### src/rtl/dma_axis_pkg.sv
// Shared types and helpers for the DMA AXI-Stream tx multiplexer.
package dma_axis_pkg;

    typedef enum logic {
        ST_IDLE,
        ST_PKT
    } state_t;

    localparam int SRC_FIELD_W = 8;
    localparam int MAX_CH      = 8;

    function automatic int clog2(input int n);
        int r;
        r = 0;
        for (int i = 0; i < 32; i++) begin
            if ((1 << i) < n) begin
                r = i + 1;
            end
        end
        return r;
    endfunction

endpackage

### src/rtl/dma_axis_reg_slice.sv
// Two-entry FIFO skid slice; ready depends only on registered occupancy.
module dma_axis_reg_slice
    import dma_axis_pkg::*;
#(
    parameter int W = 8
) (
    input  logic         i_clk,
    input  logic         i_rst,
    input  logic [W-1:0] i_data,
    input  logic         i_valid,
    output logic         o_ready,
    output logic [W-1:0] o_data,
    output logic         o_valid,
    input  logic         i_ready
);

    logic [W-1:0] r_mem [2];
    logic         r_wr;
    logic         r_rd;
    logic [1:0]   r_cnt;
    logic         w_push;
    logic         w_pop;

    assign o_ready = (r_cnt != 2'd2);
    assign o_valid = (r_cnt != 2'd0);
    assign o_data  = r_mem[r_rd];
    assign w_push  = i_valid & o_ready;
    assign w_pop   = o_valid & i_ready;

    always_ff @(posedge i_clk or posedge i_rst) begin
        if (i_rst) begin
            r_mem[0] <= '0;
            r_mem[1] <= '0;
            r_wr     <= 1'b0;
            r_rd     <= 1'b0;
            r_cnt    <= 2'd0;
        end else begin
            if (w_push) begin
                r_mem[r_wr] <= i_data;
                r_wr        <= ~r_wr;
            end
            if (w_pop) begin
                r_rd <= ~r_rd;
            end
            r_cnt <= r_cnt + {1'b0, w_push} - {1'b0, w_pop};
        end
    end

endmodule

### src/rtl/dma_axis_tx_rr_mux.sv
// N-channel packet round-robin AXI-Stream mux with TUSER source tagging.
// Define DMA_AXIS_TX_RR_MUX_STATS_EN to add per-channel packet counters.
module dma_axis_tx_rr_mux
    import dma_axis_pkg::*;
#(
    parameter int NUM_CH        = 4,
    parameter int DATA_WIDTH    = 64,
    parameter int TUSER_WIDTH   = 128,
    parameter int SRC_FIELD_LSB = 16
) (
    input  logic                           axi_clk,
    input  logic                           rst,
    input  logic [NUM_CH*DATA_WIDTH-1:0]   S_AXIS_TDATA,
    input  logic [NUM_CH*DATA_WIDTH/8-1:0] S_AXIS_TSTRB,
    input  logic [NUM_CH*TUSER_WIDTH-1:0]  S_AXIS_TUSER,
    input  logic [NUM_CH-1:0]              S_AXIS_TVALID,
    input  logic [NUM_CH-1:0]              S_AXIS_TLAST,
    output logic [NUM_CH-1:0]              S_AXIS_TREADY,
    output logic [DATA_WIDTH-1:0]          M_AXIS_TDATA,
    output logic [DATA_WIDTH/8-1:0]        M_AXIS_TSTRB,
    output logic [TUSER_WIDTH-1:0]         M_AXIS_TUSER,
    output logic                           M_AXIS_TVALID,
    output logic                           M_AXIS_TLAST,
    input  logic                           M_AXIS_TREADY
`ifdef DMA_AXIS_TX_RR_MUX_STATS_EN
    ,
    input  logic                           cnt_clr,
    output logic [NUM_CH*32-1:0]           pkt_cnt
`endif
);

    localparam int GW = (clog2(NUM_CH) > 0) ? clog2(NUM_CH) : 1;
    localparam int SW = DATA_WIDTH / 8;
    localparam int PW = DATA_WIDTH + SW + TUSER_WIDTH + 1;

    state_t                 r_state;
    state_t                 w_state_nxt;
    logic [GW-1:0]          r_grant;
    logic [GW-1:0]          w_grant_nxt;
    logic [GW-1:0]          r_rr_ptr;
    logic [GW-1:0]          w_rr_nxt;
    logic [GW-1:0]          w_scan;
    logic [GW-1:0]          w_idx;
    logic                   w_any;
    logic                   w_sl_ready;
    logic                   w_in_valid;
    logic                   w_in_last;
    logic                   w_acc;
    logic [TUSER_WIDTH-1:0] w_user;
    logic [PW-1:0]          w_in_pkt;
    logic [PW-1:0]          w_out_pkt;

    // Descending scan so the channel nearest rr_ptr+1 is written last.
    always_comb begin
        w_any  = 1'b0;
        w_scan = r_rr_ptr;
        w_idx  = '0;
        for (int i = NUM_CH; i >= 1; i--) begin
            w_idx = GW'((int'(r_rr_ptr) + i) % NUM_CH);
            if (S_AXIS_TVALID[w_idx]) begin
                w_any  = 1'b1;
                w_scan = w_idx;
            end
        end
    end

    assign w_in_valid = (r_state == ST_PKT) & S_AXIS_TVALID[r_grant];
    assign w_in_last  = S_AXIS_TLAST[r_grant];
    assign w_acc      = w_in_valid & w_sl_ready;

    always_comb begin
        S_AXIS_TREADY = '0;
        if (r_state == ST_PKT) begin
            S_AXIS_TREADY[r_grant] = w_sl_ready;
        end
    end

    always_comb begin
        w_state_nxt = r_state;
        w_grant_nxt = r_grant;
        w_rr_nxt    = r_rr_ptr;
        unique case (r_state)
            ST_IDLE: begin
                if (w_any) begin
                    w_grant_nxt = w_scan;
                    w_state_nxt = ST_PKT;
                end
            end
            ST_PKT: begin
                if (w_acc && w_in_last) begin
                    w_rr_nxt    = r_grant;
                    w_state_nxt = ST_IDLE;
                end
            end
            default: ;
        endcase
    end

    always_ff @(posedge axi_clk or posedge rst) begin
        if (rst) begin
            r_state  <= ST_IDLE;
            r_grant  <= '0;
            r_rr_ptr <= GW'(NUM_CH - 1);
        end else begin
            r_state  <= w_state_nxt;
            r_grant  <= w_grant_nxt;
            r_rr_ptr <= w_rr_nxt;
        end
    end

    always_comb begin
        w_user = S_AXIS_TUSER[int'(r_grant)*TUSER_WIDTH +: TUSER_WIDTH];
        w_user[SRC_FIELD_LSB +: SRC_FIELD_W] = SRC_FIELD_W'(1) << r_grant;
    end

    assign w_in_pkt = {S_AXIS_TDATA[int'(r_grant)*DATA_WIDTH +: DATA_WIDTH],
                       S_AXIS_TSTRB[int'(r_grant)*SW +: SW],
                       w_user,
                       w_in_last};

    dma_axis_reg_slice #(
        .W(PW)
    ) u_slice (
        .i_clk   (axi_clk),
        .i_rst   (rst),
        .i_data  (w_in_pkt),
        .i_valid (w_in_valid),
        .o_ready (w_sl_ready),
        .o_data  (w_out_pkt),
        .o_valid (M_AXIS_TVALID),
        .i_ready (M_AXIS_TREADY)
    );

    assign {M_AXIS_TDATA, M_AXIS_TSTRB, M_AXIS_TUSER, M_AXIS_TLAST} = w_out_pkt;

`ifdef DMA_AXIS_TX_RR_MUX_STATS_EN
    logic [31:0] r_pkt_cnt [NUM_CH];

    always_ff @(posedge axi_clk or posedge rst) begin
        if (rst) begin
            for (int c = 0; c < NUM_CH; c++) begin
                r_pkt_cnt[c] <= '0;
            end
        end else begin
            for (int c = 0; c < NUM_CH; c++) begin
                if (cnt_clr) begin
                    r_pkt_cnt[c] <= '0;
                end else if (w_acc && w_in_last && (r_grant == GW'(c))) begin
                    r_pkt_cnt[c] <= r_pkt_cnt[c] + 32'd1;
                end
            end
        end
    end

    for (genvar c = 0; c < NUM_CH; c++) begin : g_cnt
        assign pkt_cnt[c*32 +: 32] = r_pkt_cnt[c];
    end
`endif

endmodule

### config.mk
export PLATFORM = sky130hd
export DESIGN_NAME = dma_axis_tx_rr_mux
export DESIGN_NICKNAME = d
export VERILOG_FILES = /design/src/rtl/dma_axis_pkg.sv /design/src/rtl/dma_axis_reg_slice.sv /design/src/rtl/dma_axis_tx_rr_mux.sv
export SDC_FILE = /design/constraint.sdc
export NUM_CORES = 1
export LEC_CHECK = 0
export ABC_AREA = 1
export CAP_MARGIN = 20
export CELL_PAD_IN_SITES_DETAIL_PLACEMENT = 0
export CELL_PAD_IN_SITES_GLOBAL_PLACEMENT = 1
export CORE_AREA = 2 2 392 394
export DETAILED_ROUTE_END_ITERATION = 7
export DIE_AREA = 0 0 394 396
export PLACE_DENSITY_LB_ADDON = 0.1
export SLEW_MARGIN = 40
export SYNTH_ARGS = -nofsm -noshare
export SYNTH_HDL_FRONTEND = slang
export SYNTH_HIERARCHICAL = 1
export SYNTH_SLANG_ARGS = --single-unit
### constraint.sdc
create_clock -name axi_clk -period 17.9 [get_ports axi_clk]
set_input_delay 3.58 -clock axi_clk [delete_from_list [all_inputs] [get_ports axi_clk]]
set_output_delay 3.58 -clock axi_clk [all_outputs]
set_load 0.01 [all_outputs]
==> flow_summary_export.csv <==
group,metric,value,unit
pwr,p_sw_share,49.7,%
pwr,sequentialPowerShare,24.5,%
cts,cts_resized,0,
routing,drt-wirelength-per-cell,23.5,um
routing,postRouteAntennaNets,0,
cts,htree_levels,3,
die,row_count,143,
finish,synthToLayoutAreaGrowth,50.6,%
yosys,synth_fp_nets,4779,
pwr,leakage,18.7,nW
yosys,synthSimpleGateAreaFrac,42.6,%
yosys,synth_cells,3962,
yosys,synth_compound_area_share,7.08,%
cts,cts_tree,"done",
routing,num_vias,30500,
pwr,pwr-share-comb,53.7,%
routing,post-route-drc-count,0,
global_routing,grt_max_degree,105,
cts,numCtsBuffers,69,
routing,via_per_inst,4.48,
yosys,syn_avg_cell_area,6.94,um2
timing,hold_viol_final,0,
yosys,yosysSeqAreaShare,42.9,%
cts,clk_latency,0.65,ns
finish,final_util,27.3,%
timing,worst_pin_slew,0.922,ns
finish,final_cell_mix,"nand2_1 (2,329), clkdlybuf4s50_1 (984), dfrtp_1 (467)",
yosys,synth_top_family_by_area,"simple AND/OR/NAND/NOR gates",
yosys,ys_warn_count,6,
pwr,p_sw,3.24,mW
pwr,power_density,158,nW/um2
placed_design,place_hpwl,113000,um
outcome,status,"completed",
cts,holdBufCountCts,0,
yosys,syn_area,27500,um2
timing,fin_crit_sh,45.0,%
critical_path,crit_arrival,4.47,ns
cts,cts_root_buf,"clkbuf_16",
yosys,synth_mux_area_share,0,%
finish,num-nets-final,5548,
timing,slew_headroom,37.7,%
timing,final_max_slew_viol_count,0,
cts,post-cts-setup-buffers,0,
finish,layout_commonest_cell,"nand2_1",
yosys,synthAdderAreaFrac,0.273,%
die,chipWidth,394,um
yosys,synth-async-reset-ratio,100,%
cts,clock_sinks,471,
critical_path,critical_path_class,"register to primary output",
routing,drtPass1Iterations,5,
critical_path,endpoint_kind,"primary output",
cts,clkSlewWorstSetupHoldPaths,0.05,ns
die,initial_core_util,18.1,%
critical_path,crit_path_max_fanout,87,
placed_design,numPortBuffers,984,
timing,tns,0,ns
routing,wirelength,160000,um
timing,fin_skew,0.0347,ns
placed_design,gp_congestion,0.834,
worst_hold_path,hp-start,"u_slice/r_mem[3]",
critical_path,critPathRequiredTime,14.32,ns
pwr,clkPwrFrac,21.8,%
global_routing,grt.overflow.total,0,
die,dieHeight,396,um
finish,drive_gt1_share,4.66,%
pwr,p_int,3.28,mW
yosys,synth_xor_area_share,0.0319,%
cts,cts_buffer_depth,3,
routing,drt_iter0_markers,1978,
pwr,ir_drop,141,uV
critical_path,startpoint,"u_slice/r_rd",
yosys,ys.flop_type,"dfrtp_1",
global_routing,antenna_found_initial,40,
timing,fmax,124,MHz
critical_path,start_kind,"register",
die,fp.dieArea,156000,um2
die,core_area,152000,um2
global_routing,first_global_vias,30700,
timing,period_needed,8.05,ns
die,io_pins,1017,
yosys,synth-seq-cells,471,
yosys,synth_edf_count,0,
timing,finalSetupViolCount,0,
yosys,synth_cell_types,35,
worst_hold_path,hold_path_class,"register to register",
global_routing,grt_pass1_wl,229000,um
global_routing,grt_usage,19.9,%
flow_run,maxCapViolCount,0,
critical_path,worstReg2RegStart,"r_grant[0]",
timing,rsz0062_at_grt,"false",
## power by group through the flow
| stage | logic (mW) | registers [mW] | clock network (mW) |
|---|---|---|---|
| floorplan | 1.99 | 1.54 | 0 |
| global placement | 3.54 | 1.63 | 0 |
| detailed placement | 3.59 | 1.61 | 0 |
| CTS | 3.59 | 1.60 | 1.48 |
| global route | 3.85 | 1.64 | 1.52 |
| finish | 3.50 | 1.60 | 1.42 |
## kinds of logic (layout without fill, tap and decap cells)
kind of cell	after synthesis	after routing
AO/OA/AOI/OAI	239	239
XOR/XNOR	1	1
adder cells (fa/ha/maj)	6	6
buffers and inverters	431	1251
flip-flops	471	471
other	0	7
AND/OR/NAND/NOR	2814	2814
## routing by layer
layer / part of all wire [%] / wire (um) / global-route usage [%]
met1: 43 / 68300 / 24.9
met2: 50 / 79900 / 34.6
met3: 5.3 / 8410 / 4.32
met4: 2.1 / 3330 / 4.37
met5: 0.067 / 108 / 0
## per-stage QoR
stage	power (mW)	worst slack (ns)	instance area, um2	std cells	hold slack [ns]
global route	7.01	9.55	41400	6815	0.481
global placement	5.17	9.91	38800	6683	0.454
detailed placement	5.20	10.32	38900	6687	0.458
CTS	6.67	9.59	41300	6809	0.471
finish	6.52	9.85	41400	6819	0.466
floorplan	3.53	3.03	27500	3962	0.442
## state kept, by name, summed over array words and instances, names as in the netlist
name	cells
u_slice/r_mem	402
r_grant	32
r_rr_ptr	32
u_slice/r_cnt	2
r_state	1
u_slice/r_rd	1
u_slice/r_wr	1
## final timing paths
| kind | end | slack [ns] | cells after the start |
|---|---|---|---|
| worst max-delay path | M_AXIS_TDATA[62] | 9.85 | 7 |
| worst min-delay path | u_slice/r_mem[3] | 0.47 | 2 |
| worst max register to register | u_slice/r_mem[286] | 13.66 | 12 |
| worst min register to register | u_slice/r_mem[3] | 0.47 | 2 |
| max in group asynchronous | u_slice/r_mem[155] | 12.21 | 5 |
| min in group asynchronous | u_slice/r_mem[22] | 3.43 | 2 |
## final cells by class
class                           instances  area (um2)
Antenna cell                            7        17.5
Clock buffer                          106        2120
Clock inverter                         16         216
Fill cell                           16800      110000
Inverter                               88         368
Multi-Input combinational cell       3060       13800
Sequential cell                       471       11800
Tap cell                             2030        2540
Timing Repair Buffer                 1041       10500
## worst max-delay path, stage by stage, from the launching register on
cell and delay [ns]:
dfrtp_4 0.60, buf_12 0.22, inv_8 0.42, buf_6 0.55
buf_4 0.74, nand2_1 0.10, nand2_1 0.10, clkdlybuf4s50_1 0.88
## synth_stat cells (2+ instances only)
cell,n,share of area [%]
a22oi_1,2,0.055
a41oi_1,192,6.1
buf_1,20,0.27
buf_2,206,3.8
buf_4,6,0.16
buf_6,8,0.33
clkbuf_1,102,1.4
dfrtp_1,469,43
dfstp_2,2,0.19
ha_1,6,0.27
inv_1,74,1.0
inv_2,14,0.19
nand2_1,2330,32
nand2_2,14,0.32
nand3_1,13,0.24
nand3_2,5,0.18
nand4_1,410,9.3
nor2_1,27,0.37
nor2_2,2,0.046
nor3_1,6,0.11
nor4_1,3,0.068
o21ai_0,3,0.055
o21ai_1,34,0.62
o21ai_2,3,0.096
Power figures use the tool's default switching activity.
